$ cat src/rtl/alu_sequencer_pkg.sv
// Shared types for the ALU sequencer: op codes, operand modes, FSM states, flag positions.
// Latency: n/a (types and pure helper functions only).
// Backpressure: n/a.
package cpu_pkg;

  typedef enum logic [3:0] {
    OP_ADC  = 4'd0,
    OP_SBC  = 4'd1,
    OP_AND  = 4'd2,
    OP_ORA  = 4'd3,
    OP_EOR  = 4'd4,
    OP_ASL  = 4'd5,
    OP_LSR  = 4'd6,
    OP_ROL  = 4'd7,
    OP_ROR  = 4'd8,
    OP_CMP  = 4'd9,
    OP_PASS = 4'd10
  } alu_op_t;

  typedef enum logic [1:0] {
    MODE_IMM = 2'd0,
    MODE_MEM = 2'd1,
    MODE_RMW = 2'd2,
    MODE_ILL = 2'd3
  } seq_mode_t;

  typedef enum logic [1:0] {
    S_IDLE  = 2'd0,
    S_READ  = 2'd1,
    S_EXEC  = 2'd2,
    S_WRITE = 2'd3
  } seq_state_t;

  // Bit positions inside status = {N,V,Z,C}
  localparam int ST_N = 3;
  localparam int ST_V = 2;
  localparam int ST_Z = 1;
  localparam int ST_C = 0;

  localparam logic [3:0] OP_MAX = 4'd10;

  function automatic logic is_shift(alu_op_t op);
    return (op == OP_ASL) || (op == OP_LSR) || (op == OP_ROL) || (op == OP_ROR);
  endfunction

  // Raw request fields are checked before casting: op codes above OP_MAX have no enum member.
  function automatic logic is_legal(logic [3:0] op, logic [1:0] mode);
    logic ok;
    ok = (op <= OP_MAX) && (mode != MODE_ILL);
    if ((mode == MODE_RMW) && !is_shift(alu_op_t'(op))) ok = 1'b0;
    return ok;
  endfunction

endpackage

$ cat src/rtl/alu_sequencer_if.sv
// Request and memory bus bundle between a requester/memory and the ALU sequencer.
// Latency: n/a (wires only).
// Backpressure: req_valid/req_ready; memory reads return data the cycle after mem_rd.
interface alu_sequencer_if;

  logic        req_valid;
  logic        req_ready;
  logic [3:0]  req_op;
  logic [1:0]  req_mode;
  logic [7:0]  req_imm;
  logic [15:0] req_addr;
  logic [15:0] mem_addr;
  logic        mem_rd;
  logic [7:0]  mem_rdata;
  logic        mem_wr;
  logic [7:0]  mem_wdata;
  logic [7:0]  acc;
  logic [3:0]  status;
  logic        done;
  logic        err;

  // master: requester plus memory model; slave: the sequencer
  modport master (
    output req_valid, req_op, req_mode, req_imm, req_addr, mem_rdata,
    input  req_ready, mem_addr, mem_rd, mem_wr, mem_wdata, acc, status, done, err
  );

  modport slave (
    input  req_valid, req_op, req_mode, req_imm, req_addr, mem_rdata,
    output req_ready, mem_addr, mem_rd, mem_wr, mem_wdata, acc, status, done, err
  );

endinterface

$ cat src/rtl/alu_sequencer_alu.sv
// Combinational 8-bit ALU: add/sub with carry, logic ops, shifts/rotates, compare, pass.
// Latency: 0 cycles (pure combinational).
// Backpressure: none. Ports: op_i, a_i, b_i, cin_i in; result_o plus cout/overflow/zero/negative out.
module alu
  import cpu_pkg::*;
(
  input  alu_op_t    op_i,
  input  logic [7:0] a_i,
  input  logic [7:0] b_i,
  input  logic       cin_i,
  output logic [7:0] result_o,
  output logic       cout_o,
  output logic       overflow_o,
  output logic       zero_o,
  output logic       negative_o
);

  logic [8:0] sum;

  always_comb begin
    sum        = 9'd0;
    result_o   = 8'h00;
    cout_o     = 1'b0;
    overflow_o = 1'b0;
    case (op_i)
      OP_ADC: begin
        sum        = {1'b0, a_i} + {1'b0, b_i} + {8'd0, cin_i};
        result_o   = sum[7:0];
        cout_o     = sum[8];
        overflow_o = (a_i[7] == b_i[7]) && (result_o[7] != a_i[7]);
      end
      // Subtract as add-of-complement: carry set means no borrow.
      OP_SBC: begin
        sum        = {1'b0, a_i} + {1'b0, ~b_i} + {8'd0, cin_i};
        result_o   = sum[7:0];
        cout_o     = sum[8];
        overflow_o = (a_i[7] != b_i[7]) && (result_o[7] != a_i[7]);
      end
      // Compare ignores the incoming carry.
      OP_CMP: begin
        sum      = {1'b0, a_i} + {1'b0, ~b_i} + 9'd1;
        result_o = sum[7:0];
        cout_o   = sum[8];
      end
      OP_AND:  result_o = a_i & b_i;
      OP_ORA:  result_o = a_i | b_i;
      OP_EOR:  result_o = a_i ^ b_i;
      OP_ASL: begin
        result_o = {a_i[6:0], 1'b0};
        cout_o   = a_i[7];
      end
      OP_LSR: begin
        result_o = {1'b0, a_i[7:1]};
        cout_o   = a_i[0];
      end
      OP_ROL: begin
        result_o = {a_i[6:0], cin_i};
        cout_o   = a_i[7];
      end
      OP_ROR: begin
        result_o = {cin_i, a_i[7:1]};
        cout_o   = a_i[0];
      end
      OP_PASS: result_o = b_i;
      default: result_o = 8'h00;
    endcase
  end

  assign zero_o     = (result_o == 8'h00);
  assign negative_o = result_o[7];

endmodule

$ cat src/rtl/alu_sequencer.sv
// Sequences one ALU request through optional memory read, execute and write-back; holds A and {N,V,Z,C}.
// Latency: done at accept+1 (IMM), +2 (MEM), +3 (RMW); err at accept+1 for illegal requests.
// Backpressure: req_ready only in IDLE; requests while busy are ignored. Ports: clk, rst_n, bus (slave).
module alu_sequencer
  import cpu_pkg::*;
(
  input logic            clk,
  input logic            rst_n,
  alu_sequencer_if.slave bus
);

  seq_state_t  state_q, state_d;
  alu_op_t     op_q, op_d;
  seq_mode_t   mode_q, mode_d;
  logic [7:0]  imm_q, imm_d;
  logic [15:0] addr_q, addr_d;
  logic [7:0]  acc_q, acc_d;
  logic [3:0]  status_q, status_d;
  logic [7:0]  wdata_q, wdata_d;
  logic        err_q, err_d;

  logic [7:0]  alu_a, alu_b, alu_res;
  logic        alu_c, alu_v, alu_z, alu_n;
  logic        shift_op;

  // Shifts work on the accumulator in IMM mode and on the fetched byte otherwise;
  // two-operand ops always take A plus the immediate or fetched byte.
  always_comb begin
    shift_op = is_shift(op_q);
    alu_a    = (shift_op && (mode_q != MODE_IMM)) ? bus.mem_rdata : acc_q;
    alu_b    = (mode_q == MODE_IMM) ? imm_q : bus.mem_rdata;
  end

  alu u_alu (
    .op_i       (op_q),
    .a_i        (alu_a),
    .b_i        (alu_b),
    .cin_i      (status_q[ST_C]),
    .result_o   (alu_res),
    .cout_o     (alu_c),
    .overflow_o (alu_v),
    .zero_o     (alu_z),
    .negative_o (alu_n)
  );

  always_comb begin
    state_d  = state_q;
    op_d     = op_q;
    mode_d   = mode_q;
    imm_d    = imm_q;
    addr_d   = addr_q;
    acc_d    = acc_q;
    status_d = status_q;
    wdata_d  = wdata_q;
    err_d    = 1'b0;
    case (state_q)
      S_IDLE: begin
        if (bus.req_valid) begin
          op_d   = alu_op_t'(bus.req_op);
          mode_d = seq_mode_t'(bus.req_mode);
          imm_d  = bus.req_imm;
          addr_d = bus.req_addr;
          // Illegal requests are consumed here and never leave IDLE.
          if (is_legal(bus.req_op, bus.req_mode)) begin
            state_d = (bus.req_mode == MODE_IMM) ? S_EXEC : S_READ;
          end else begin
            err_d = 1'b1;
          end
        end
      end
      S_READ: state_d = S_EXEC;
      S_EXEC: begin
        state_d = (mode_q == MODE_RMW) ? S_WRITE : S_IDLE;
        wdata_d = alu_res;
        case (op_q)
          OP_ADC, OP_SBC: begin
            acc_d    = alu_res;
            status_d = {alu_n, alu_v, alu_z, alu_c};
          end
          OP_AND, OP_ORA, OP_EOR, OP_PASS: begin
            acc_d          = alu_res;
            status_d[ST_N] = alu_n;
            status_d[ST_Z] = alu_z;
          end
          OP_CMP: begin
            status_d[ST_N] = alu_n;
            status_d[ST_Z] = alu_z;
            status_d[ST_C] = alu_c;
          end
          OP_ASL, OP_LSR, OP_ROL, OP_ROR: begin
            if (mode_q == MODE_IMM) acc_d = alu_res;
            status_d[ST_N] = alu_n;
            status_d[ST_Z] = alu_z;
            status_d[ST_C] = alu_c;
          end
          default: ;
        endcase
      end
      S_WRITE: state_d = S_IDLE;
      default: state_d = S_IDLE;
    endcase
  end

  always_ff @(posedge clk or negedge rst_n) begin
    if (!rst_n) begin
      state_q  <= S_IDLE;
      op_q     <= OP_ADC;
      mode_q   <= MODE_IMM;
      imm_q    <= 8'h00;
      addr_q   <= 16'h0000;
      acc_q    <= 8'h00;
      status_q <= 4'h0;
      wdata_q  <= 8'h00;
      err_q    <= 1'b0;
    end else begin
      state_q  <= state_d;
      op_q     <= op_d;
      mode_q   <= mode_d;
      imm_q    <= imm_d;
      addr_q   <= addr_d;
      acc_q    <= acc_d;
      status_q <= status_d;
      wdata_q  <= wdata_d;
      err_q    <= err_d;
    end
  end

  // Memory strobes and address decode straight from state, so nothing leaks outside READ/WRITE.
  always_comb begin
    bus.req_ready = (state_q == S_IDLE);
    bus.mem_rd    = (state_q == S_READ);
    bus.mem_wr    = (state_q == S_WRITE);
    bus.mem_addr  = (bus.mem_rd || bus.mem_wr) ? addr_q : 16'h0000;
    bus.mem_wdata = bus.mem_wr ? wdata_q : 8'h00;
    bus.acc       = acc_q;
    bus.status    = status_q;
    bus.done      = ((state_q == S_EXEC) && (mode_q != MODE_RMW)) || (state_q == S_WRITE);
    bus.err       = err_q;
  end

endmodule

$ cat src/flat_wrapper.sv
// flat-port wrapper written by rule: the top's interface ports become plain ports
module alu_sequencer_flat import cpu_pkg::*;
  (clk, rst_n, bus_req_valid, bus_req_op, bus_req_mode, bus_req_imm, bus_req_addr, bus_mem_rdata, bus_req_ready, bus_mem_addr, bus_mem_rd, bus_mem_wr, bus_mem_wdata, bus_acc, bus_status, bus_done, bus_err);
  alu_sequencer_if bus_i ();
  input logic clk;
  input logic rst_n;
  input wire logic [$bits(bus_i.req_valid)-1:0] bus_req_valid;
  input wire logic [$bits(bus_i.req_op)-1:0] bus_req_op;
  input wire logic [$bits(bus_i.req_mode)-1:0] bus_req_mode;
  input wire logic [$bits(bus_i.req_imm)-1:0] bus_req_imm;
  input wire logic [$bits(bus_i.req_addr)-1:0] bus_req_addr;
  input wire logic [$bits(bus_i.mem_rdata)-1:0] bus_mem_rdata;
  output wire logic [$bits(bus_i.req_ready)-1:0] bus_req_ready;
  output wire logic [$bits(bus_i.mem_addr)-1:0] bus_mem_addr;
  output wire logic [$bits(bus_i.mem_rd)-1:0] bus_mem_rd;
  output wire logic [$bits(bus_i.mem_wr)-1:0] bus_mem_wr;
  output wire logic [$bits(bus_i.mem_wdata)-1:0] bus_mem_wdata;
  output wire logic [$bits(bus_i.acc)-1:0] bus_acc;
  output wire logic [$bits(bus_i.status)-1:0] bus_status;
  output wire logic [$bits(bus_i.done)-1:0] bus_done;
  output wire logic [$bits(bus_i.err)-1:0] bus_err;
  assign bus_i.req_valid = bus_req_valid;
  assign bus_i.req_op = bus_req_op;
  assign bus_i.req_mode = bus_req_mode;
  assign bus_i.req_imm = bus_req_imm;
  assign bus_i.req_addr = bus_req_addr;
  assign bus_i.mem_rdata = bus_mem_rdata;
  assign bus_req_ready = bus_i.req_ready;
  assign bus_mem_addr = bus_i.mem_addr;
  assign bus_mem_rd = bus_i.mem_rd;
  assign bus_mem_wr = bus_i.mem_wr;
  assign bus_mem_wdata = bus_i.mem_wdata;
  assign bus_acc = bus_i.acc;
  assign bus_status = bus_i.status;
  assign bus_done = bus_i.done;
  assign bus_err = bus_i.err;
  alu_sequencer u_core (.clk(clk), .rst_n(rst_n), .bus(bus_i));
endmodule
$ cat config.mk
export PLATFORM = sky130hd
export DESIGN_NAME = alu_sequencer_flat
export DESIGN_NICKNAME = d
export VERILOG_FILES = /design/src/rtl/alu_sequencer_pkg.sv /design/src/rtl/alu_sequencer_if.sv /design/src/rtl/alu_sequencer_alu.sv /design/src/rtl/alu_sequencer.sv /design/src/flat_wrapper.sv
export SDC_FILE = /design/constraint.sdc
export NUM_CORES = 1
export LEC_CHECK = 0
export ABC_AREA = 0
export BUFFER_PORTS_ARGS = -buffer_cell sky130_fd_sc_hd__buf_4
export CAP_MARGIN = 30
export CORE_ASPECT_RATIO = 1.75
export CORE_MARGIN = 2
export CORE_UTILIZATION = 55
export DETAILED_ROUTE_END_ITERATION = 16
export GPL_TIMING_DRIVEN = 0
export PLACE_DENSITY = 0.79
export SLEW_MARGIN = 20
export SYNTH_ARGS = -nofsm -noshare
export SYNTH_HDL_FRONTEND = slang
export SYNTH_SLANG_ARGS = --single-unit
$ cat constraint.sdc
create_clock -name clk -period 12.5 [get_ports clk]
set_input_delay 1.25 -clock clk [delete_from_list [all_inputs] [get_ports clk]]
set_output_delay 1.25 -clock clk [all_outputs]
set_load 0.05 [all_outputs]
==> flow_metrics.env, run 1 <==
export IMPL_outcome="completed"
export IMPL_dr_max_layer_used="met4"
export IMPL_skew_ns=0.00844
export IMPL_startpoint_type="flop"
export IMPL_antenna_left=0
export IMPL_ioPinCount=82
export IMPL_drt_first_pass_iters=5
export IMPL_clockBufferDepth=2
export IMPL_synthFlopType="dfrtp_1"
export IMPL_critical_path_class="reg -> reg"
export IMPL_tritoncts="done"
export IMPL_setup_tns_ns=0
export IMPL_timing_fmax_mhz=190
export IMPL_track_usage_pct=32.0
export IMPL_cts_resized=0
export IMPL_drive_above_1_share_pct=25.2
export IMPL_final_common_cell="buf_4"
export IMPL_grt_pass1_vias=4060
export IMPL_final_cell_mix="buf_4, dfrtp_1, inv_1, mux2_2, nor2_1"
export IMPL_final_hold_viol_count=0
export IMPL_setup_violations=0
export IMPL_totalWireLength_um=13800
export IMPL_syn_to_final_growth_pct=19.6
export IMPL_synth_top_area_share_pct=30.1
export IMPL_clkSinkCount=53
export IMPL_rsz0062_at_grt="no"
export IMPL_cts_buffers=5
export IMPL_cp_num_buf_inv=4
export IMPL_vias=4057
export IMPL_route_met3_wl_um=732
export IMPL_avgViaCountPerCell=6.13
export IMPL_synth_top_area_cell="dfrtp_1"
export IMPL_ys_types=66
export IMPL_min_period_over_period_pct=42.0
export IMPL_synth_warnings=0
export IMPL_crit_chain="clkbuf_1 > nor2_2 > nand2_1 > a21oi_1 > buf_4 > mux2i_1 > inv_1 > ha_1 > inv_1 > fa_1 > o21bai_2 > a21oi_1 > nand4b_1 > a31oi_4 > nand3_2 > xnor2_1 > a221o_1 > o41ai_2"
export IMPL_antenna_found_initial=0
export IMPL_dr_first_iter_drc_count=221
export IMPL_netlist_area_mm2=0.00441
export IMPL_worst_pin_slew_ns=0.832
export IMPL_avgRoutedWirePerCell_um=20.9
export IMPL_cts_root_buffer="clkbuf_16"
export IMPL_core_mm2=0.00786
export IMPL_cts_hold_buf=0
export IMPL_path_max_fanout=10
export IMPL_drcViolationCount=0
export IMPL_ys_seq_area_share_pct=30.1
export IMPL_placed_cell_area_mm2=0.00513
export IMPL_grt_max_degree=54
export IMPL_rows=43
export IMPL_critical_path_top_delay_family="compound AO/OA/AOI/OAI gates"
export IMPL_dieHeight_um=122
export IMPL_crit_slowest_cell="mux2i_1"
export IMPL_wl_met1_um=4740
export IMPL_worst_setup_path_end_kind="flop"
export IMPL_grt_remaining_overflow=0
export IMPL_finalMaxSlewViolations=0
export IMPL_synthArstFlopShare_pct=100
export IMPL_postCtsSetupBuffers=0
export IMPL_path_clk_slew_ns=0.07
export IMPL_post_route_min_period_ns=5.25
export IMPL_ys_seq_elements=53
export IMPL_hp_class="reg -> reg"
export IMPL_die_area_mm2=0.00878
export IMPL_avgSynthCellArea_um2=9.13
export IMPL_drv_cap=0
export IMPL_synthCells=483
export IMPL_die_width_um=71.7
export IMPL_hpwl_um=11200
export IMPL_critPathRequiredTime_ns=12.69
export IMPL_finish_utilization_pct=67.2
export IMPL_start_util_pct=56.2
export IMPL_synth_area_leaders="dfrtp_1, mux2_2, ha_1"
export IMPL_clk_latency_ns=0.30
export IMPL_port_buffers=81
export IMPL_cpPeakStageDelay_ns=0.59
export IMPL_synth_nets=554
export IMPL_design_area_mm2=0.00528
export IMPL_route_met2_wl_um=7510
export IMPL_antenna_cells=0
export IMPL_synth_edf_count=0
export IMPL_grt_first_pass_wirelength_um=21500
export IMPL_gp_congestion=0.999
export IMPL_arrival_ns=5.44
export IMPL_h_tree_depth=2
export IMPL_fin_nets=642
export IMPL_slew_headroom_pct=44.5
[Yosys cell counts (all sizes together) (18+ instances only)]
cell and instances:
dfrtp 53, inv 36, mux2 35, nor2 33, nand2 30, ha 27
a21oi 20, and2 18, clkbuf 18, mux2i 18
[worst register-to-register path, stage by stage, from the launching register on]
cell and delay [ns]:
dfrtp_1 0.37, clkbuf_1 0.17, nor2_2 0.45, nand2_1 0.10, a21oi_1 0.14, buf_4 0.24, mux2i_1 0.59, inv_1 0.16
ha_1 0.25, inv_1 0.08, fa_1 0.27, o21bai_2 0.12, a21oi_1 0.45, nand4b_1 0.30, a31oi_4 0.29, nand3_2 0.18
xnor2_1 0.19, a221o_1 0.44, o41ai_2 0.37
[area by class of cell]
type | count | area [um2]
multi-input cells | 368 | 2830
fillers | 652 | 2580
flip-flops and latches | 53 | 1330
repair buffers | 81 | 608
inverters | 36 | 135
clock buffers | 6 | 129
plain buffers | 26 | 125
well taps | 90 | 113
clock inverters | 2 | 15.0
[path summary, 6_finish.rpt]
| path | startpoint | end | slack (ns) | cells after the start |
|---|---|---|---|---|
| min in group asynchronous | rst_n | u_core.addr_q[15] | 0.98 | 1 |
| worst max register to register | u_core.op_q[0] | u_core.bus.status[1] | 7.25 | 18 |
| worst max-delay path | u_core.op_q[0] | u_core.bus.status[1] | 7.25 | 18 |
| worst min register to register | u_core.wdata_q[2] | u_core.wdata_q[2] | 0.48 | 2 |
| worst min-delay path | u_core.wdata_q[2] | u_core.wdata_q[2] | 0.48 | 2 |
| max in group asynchronous | rst_n | u_core.bus.status[2] | 11.05 | 1 |
[kinds of logic after synthesis]
family / count (synthesis) / synth area share [%]
and+or+nand+nor: 154 / 18.2
AOI/OAI and AO/OA: 106 / 18.1
buffers and inverters: 62 / 5.90
muxes: 53 / 13.0
DFF: 53 / 30.1
adders and majority gates: 30 / 9.02
xor gates and xnor gates: 25 / 5.70
[sequential cells by signal, indices dropped and copies added (netlist names)]
signal and cells:
u_core.addr_q 16, u_core.bus.acc 8, u_core.bus.err 1, u_core.bus.status 4, u_core.imm_q 8, u_core.mode_q 2, u_core.op_q 4, u_core.state_q 2
u_core.wdata_q 8
[per-stage QoR]
step	std cells	hold WS, ns	worst slack (ns)
2_1_floorplan	483	0.443	8.38
3_3_place_gp	654	0.458	7.51
3_5_place_dp	654	0.464	7.33
4_1_cts	662	0.479	7.26
5_1_grt	662	0.499	7.01
6_report	662	0.481	7.25
[routing by layer]
layer  vias to the layer above  global-route usage (%)
met3                        50                    3.04
met4                         0                    19.3
li1                       1900                       -
met2                       173                    61.0
met1                      1934                    32.6
met5                         -                       0
Power of run 1 is not shown: default switching activity piles up to over one toggle a cycle in this logic, so the estimate is an artifact.
==> run 2, diff against run 1 <==
- clock period: 12.5 -> 5.2 ns (I/O delays scaled with it)
==> flow_metrics.env, run 2 (synthesized netlist as in run 1, its figures left out) <==
export IMPL_dieHeight_um=122
export IMPL_slew_headroom_pct=45.2
export IMPL_grt_first_pass_wirelength_um=21500
export IMPL_vias=4046
export IMPL_finalMaxSlewViolations=0
export IMPL_final_cell_mix="buf_4, dfrtp_1, inv_1, mux2_2, nor2_1"
export IMPL_drt_first_pass_iters=5
export IMPL_cpPeakStageDelay_ns=0.66
export IMPL_syn_to_final_growth_pct=20.0
export IMPL_post_route_min_period_ns=4.94
export IMPL_grt_pass1_vias=4062
export IMPL_totalWireLength_um=13800
export IMPL_largest_register_ffs=16
export IMPL_rsz0062_at_grt="no"
export IMPL_setup_tns_ns=0
export IMPL_die_width_um=71.7
export IMPL_gp_congestion=0.999
export IMPL_grt_max_degree=54
export IMPL_worst_pin_slew_ns=0.822
export IMPL_final_hold_viol_count=0
export IMPL_setup_violations=0
export IMPL_path_clk_slew_ns=0.07
export IMPL_cts_hold_buf=0
export IMPL_avgRoutedWirePerCell_um=20.8
export IMPL_cts_buffers=5
export IMPL_arrival_ns=5.12
export IMPL_drcViolationCount=0
export IMPL_drv_cap=0
export IMPL_critical_path_class="reg -> reg"
export IMPL_fin_nets=642
export IMPL_hp_class="in -> async"
export IMPL_skew_ns=0.00920
export IMPL_fill_cells=647
export IMPL_critPathRequiredTime_ns=5.38
export IMPL_timing_fmax_mhz=203
export IMPL_antenna_found_initial=0
export IMPL_tritoncts="done"
export IMPL_cts_root_buffer="clkbuf_16"
export IMPL_clk_latency_ns=0.30
export IMPL_core_mm2=0.00786
export IMPL_path_max_fanout=10
export IMPL_crit_slowest_cell="mux2i_1"
export IMPL_start_util_pct=56.2
export IMPL_hpwl_um=11200
export IMPL_rows=43
export IMPL_die_area_mm2=0.00878
export IMPL_h_tree_depth=2
export IMPL_postCtsSetupBuffers=0
export IMPL_ioPinCount=82
export IMPL_crit_chain="and2b_1 > o21ai_0 > a21oi_1 > buf_4 > mux2i_1 > inv_1 > ha_1 > nand2b_1 > a211oi_1 > o311ai_2 > a31oi_4 > nand3_2 > xnor2_1 > a221o_1 > o41ai_2"
export IMPL_drive_above_1_share_pct=25.7
export IMPL_track_usage_pct=32.0
export IMPL_worst_setup_path_end_kind="flop"
export IMPL_port_buffers=81
export IMPL_avgViaCountPerCell=6.11
export IMPL_antenna_cells=0
export IMPL_rr_startpoint="u_core.op_q[2]"
export IMPL_outcome="completed"
export IMPL_clkSinkCount=53
export IMPL_clockBufferDepth=2
export IMPL_r2r_slack_ns=0.26
export IMPL_startpoint_type="flop"
export IMPL_min_period_over_period_pct=94.9
export IMPL_grt_remaining_overflow=0
export IMPL_rr_endpoint="u_core.bus.status[1]"
export IMPL_largest_register="u_core.addr_q"
export IMPL_rr_worst_depth=15
export IMPL_antenna_left=0
export IMPL_dr_first_iter_drc_count=239
export IMPL_final_common_cell="buf_4"
[run 2: cell counts in the layout (fill, tap and decap cells not counted)]
No cell type changed its count.
[run 2: cell type report]
class | instances | area (um2) | area share, %
buffer | 26 | 125 | 2.36
clock buffer | 6 | 129 | 2.43
clock inverter | 2 | 15.0 | 0.284
inverter | 36 | 135 | 2.55
multi-input combinational | 368 | 2840 | 53.7
sequential | 53 | 1330 | 25.1
tap | 90 | 113 | 2.13
timing repair buffer | 81 | 608 | 11.5
[run 2: stage by stage]
stage	util [%]	worst slack, ns	hold slack, ns	std cells	area, um2
6_report	67.4	0.265	0.250	662	5290
3_3_place_gp	65.3	0.210	0.458	654	5130
2_1_floorplan	-	1.16	0.224	483	4410
3_5_place_dp	65.3	0.0260	0.464	654	5130
4_1_cts	67.2	0.123	0.284	662	5280
5_1_grt	67.4	0.0112	0.313	662	5290
[run 2: per-layer routing]
metal | up-vias | track usage [%] | share of wire, %
met4 | 0 | 19.3 | 6.3
met1 | 1917 | 32.6 | 35
met5 | - | 0 | 0
met2 | 170 | 61.0 | 54
met3 | 54 | 3.04 | 4.7
li1 | 1905 | - | -
[run 2: how the worst max path moves through the flow]
stage,end,from,depth (start not counted)
2_1_floorplan,u_core.bus.status[1],u_core.op_q[0],18
3_3_place_gp,u_core.bus.status[1],u_core.op_q[0],18
3_5_place_dp,u_core.bus.status[1],u_core.op_q[0],18
4_1_cts,u_core.bus.status[1],u_core.op_q[0],18
5_1_grt,u_core.bus.status[1],u_core.op_q[2],14
6_report,u_core.bus.status[1],u_core.op_q[2],15
[run 2: critical path, delay by kind of cell, from the launching register on]
kind	cells	cell delay [ns]
AOI/OAI and AO/OA	7	1.99
and+or+nand+nor	3	0.78
muxes	1	0.66
DFF	1	0.48
buffers and inverters	2	0.38
adders and majority gates	1	0.34
xor gates and xnor gates	1	0.19
[run 2: timing repair]
item                                    CTS  global route
endpoints found under the hold margin     0             0
gates resized for setup                   1             3
endpoints found under the setup margin    1             3
Power of run 2 is left out for the same reason.
==> run 3, diff against run 2 <==
- SETUP_SLACK_MARGIN: not set -> 0.5
==> flow_metrics.env, run 3 (synthesized netlist as in run 1, its figures left out) <==
export IMPL_antenna_cells=0
export IMPL_drive_above_1_share_pct=27.9
export IMPL_slew_headroom_pct=47.0
export IMPL_grt_first_pass_wirelength_um=21500
export IMPL_worst_path_stages=16
export IMPL_ioPinCount=82
export IMPL_hp_class="in -> async"
export IMPL_arrival_ns=4.70
export IMPL_clockBufferDepth=2
export IMPL_post_route_min_period_ns=4.51
export IMPL_h_tree_depth=2
export IMPL_drcViolationCount=0
export IMPL_grt_max_degree=54
export IMPL_drt_first_pass_iters=5
export IMPL_startpoint_type="flop"
export IMPL_drv_cap=0
export IMPL_clkSinkCount=53
export IMPL_crit_slowest_cell="nor2_2"
export IMPL_cp_common_cell="inv_1"
export IMPL_skew_ns=0.00764
export IMPL_gp_congestion=0.999
export IMPL_port_buffers=81
export IMPL_track_usage_pct=32.0
export IMPL_worst_pin_slew_ns=0.795
export IMPL_largest_register="u_core.addr_q"
export IMPL_syn_to_final_growth_pct=22.8
export IMPL_avgRoutedWirePerCell_um=20.9
export IMPL_antenna_found_initial=0
export IMPL_final_common_cell="buf_4"
export IMPL_timing_fmax_mhz=222
export IMPL_core_mm2=0.00786
export IMPL_totalWireLength_um=13900
export IMPL_final_cell_mix="buf_4, dfrtp_1, inv_1, mux2_2, nor2_1"
export IMPL_rsz0062_at_grt="no"
export IMPL_clk_latency_ns=0.30
export IMPL_finalMaxSlewViolations=0
export IMPL_tritoncts="done"
export IMPL_rows=43
export IMPL_cpPeakStageDelay_ns=0.55
export IMPL_path_max_fanout=10
export IMPL_dieHeight_um=122
export IMPL_outcome="completed"
export IMPL_setup_violations=0
export IMPL_start_util_pct=56.2
export IMPL_crit_chain="nor2_2 > a21oi_1 > buf_6 > mux2i_4 > inv_1 > ha_1 > inv_1 > fa_1 > o21bai_2 > a21o_1 > nand3_1 > a31oi_4 > nand3_2 > xnor2_1 > a221o_1 > o41ai_2"
export IMPL_critPathRequiredTime_ns=5.39
export IMPL_grt_remaining_overflow=0
export IMPL_die_width_um=71.7
export IMPL_antenna_left=0
export IMPL_critical_path_top_delay_family="compound AO/OA/AOI/OAI gates"
export IMPL_path_clk_slew_ns=0.07
export IMPL_critical_path_class="reg -> reg"
export IMPL_die_area_mm2=0.00878
export IMPL_setup_tns_ns=0
export IMPL_dr_first_iter_drc_count=274
export IMPL_avgViaCountPerCell=6.10
export IMPL_rr_worst_depth=16
export IMPL_cts_root_buffer="clkbuf_16"
export IMPL_cts_buffers=5
export IMPL_final_hold_viol_count=0
export IMPL_worst_setup_path_end_kind="flop"
export IMPL_largest_register_ffs=16
export IMPL_grt_pass1_vias=4068
export IMPL_fin_nets=647
export IMPL_vias=4072
export IMPL_min_period_over_period_pct=86.8
export IMPL_cp_num_buf_inv=3
export IMPL_hpwl_um=11200
-- run 3: worst paths after layout --
path | start | to | slack, ns
max in group asynchronous | rst_n | u_core.imm_q[5] | 4.48
worst min register to register | u_core.wdata_q[2] | u_core.wdata_q[2] | 0.48
worst max register to register | u_core.mode_q[1] | u_core.bus.status[1] | 0.69
worst min-delay path | rst_n | u_core.addr_q[15] | 0.24
worst max-delay path | u_core.mode_q[1] | u_core.bus.status[1] | 0.69
min in group clk | bus_req_addr[13] | u_core.addr_q[13] | 0.45
-- run 3: worst register-to-register path, cell delays in order, from the launching register on --
cell and delay, ns:
dfrtp_1 0.40, nor2_2 0.55, a21oi_1 0.12, buf_6 0.22, mux2i_4 0.21, inv_1 0.09
ha_1 0.19, inv_1 0.07, fa_1 0.45, o21bai_2 0.28, a21o_1 0.19, nand3_1 0.18
a31oi_4 0.30, nand3_2 0.18, xnor2_1 0.18, a221o_1 0.44, o41ai_2 0.37
-- run 3: final cells by class --
class / count / area, um2
Multi-Input combinational cell: 368 / 2920
Inverter: 36 / 135
Timing Repair Buffer: 86 / 646
Clock inverter: 2 / 15.0
Fill cell: 633 / 2440
Clock buffer: 6 / 129
Tap cell: 90 / 113
Sequential cell: 53 / 1330
Buffer: 26 / 129
-- run 3: through the flow --
step                cell area, um2  hold slack [ns]  utilization, %  setup WS (ns)  instances
detailed placement            5130            0.464            65.3         0.0260        654
global placement              5130            0.458            65.3          0.210        654
finish                        5420            0.245            69.0          0.687        667
floorplan                     4410            0.224               -           1.16        483
global route                  5420            0.313            69.0          0.502        667
CTS                           5310            0.284            67.6          0.511        662
-- run 3: per-layer routing --
metal / vias to the layer above / part of all wire (%) / track usage [%]
met5: - / 0 / 0
met4: 0 / 6.1 / 20.2
met3: 52 / 5.1 / 3.04
met2: 187 / 54 / 60.6
met1: 1920 / 35 / 32.6
li1: 1913 / - / -
-- run 3: what timing repair did --
action                                  in CTS  in global routing
hold buffers                                 0                  0
endpoints found under the setup margin       8                  7
cloned                                       0                  0
setup buffers                                0                  5
resized for setup                            7                 13
pin swaps                                    0                  2
Power of run 3 is left out for the same reason.
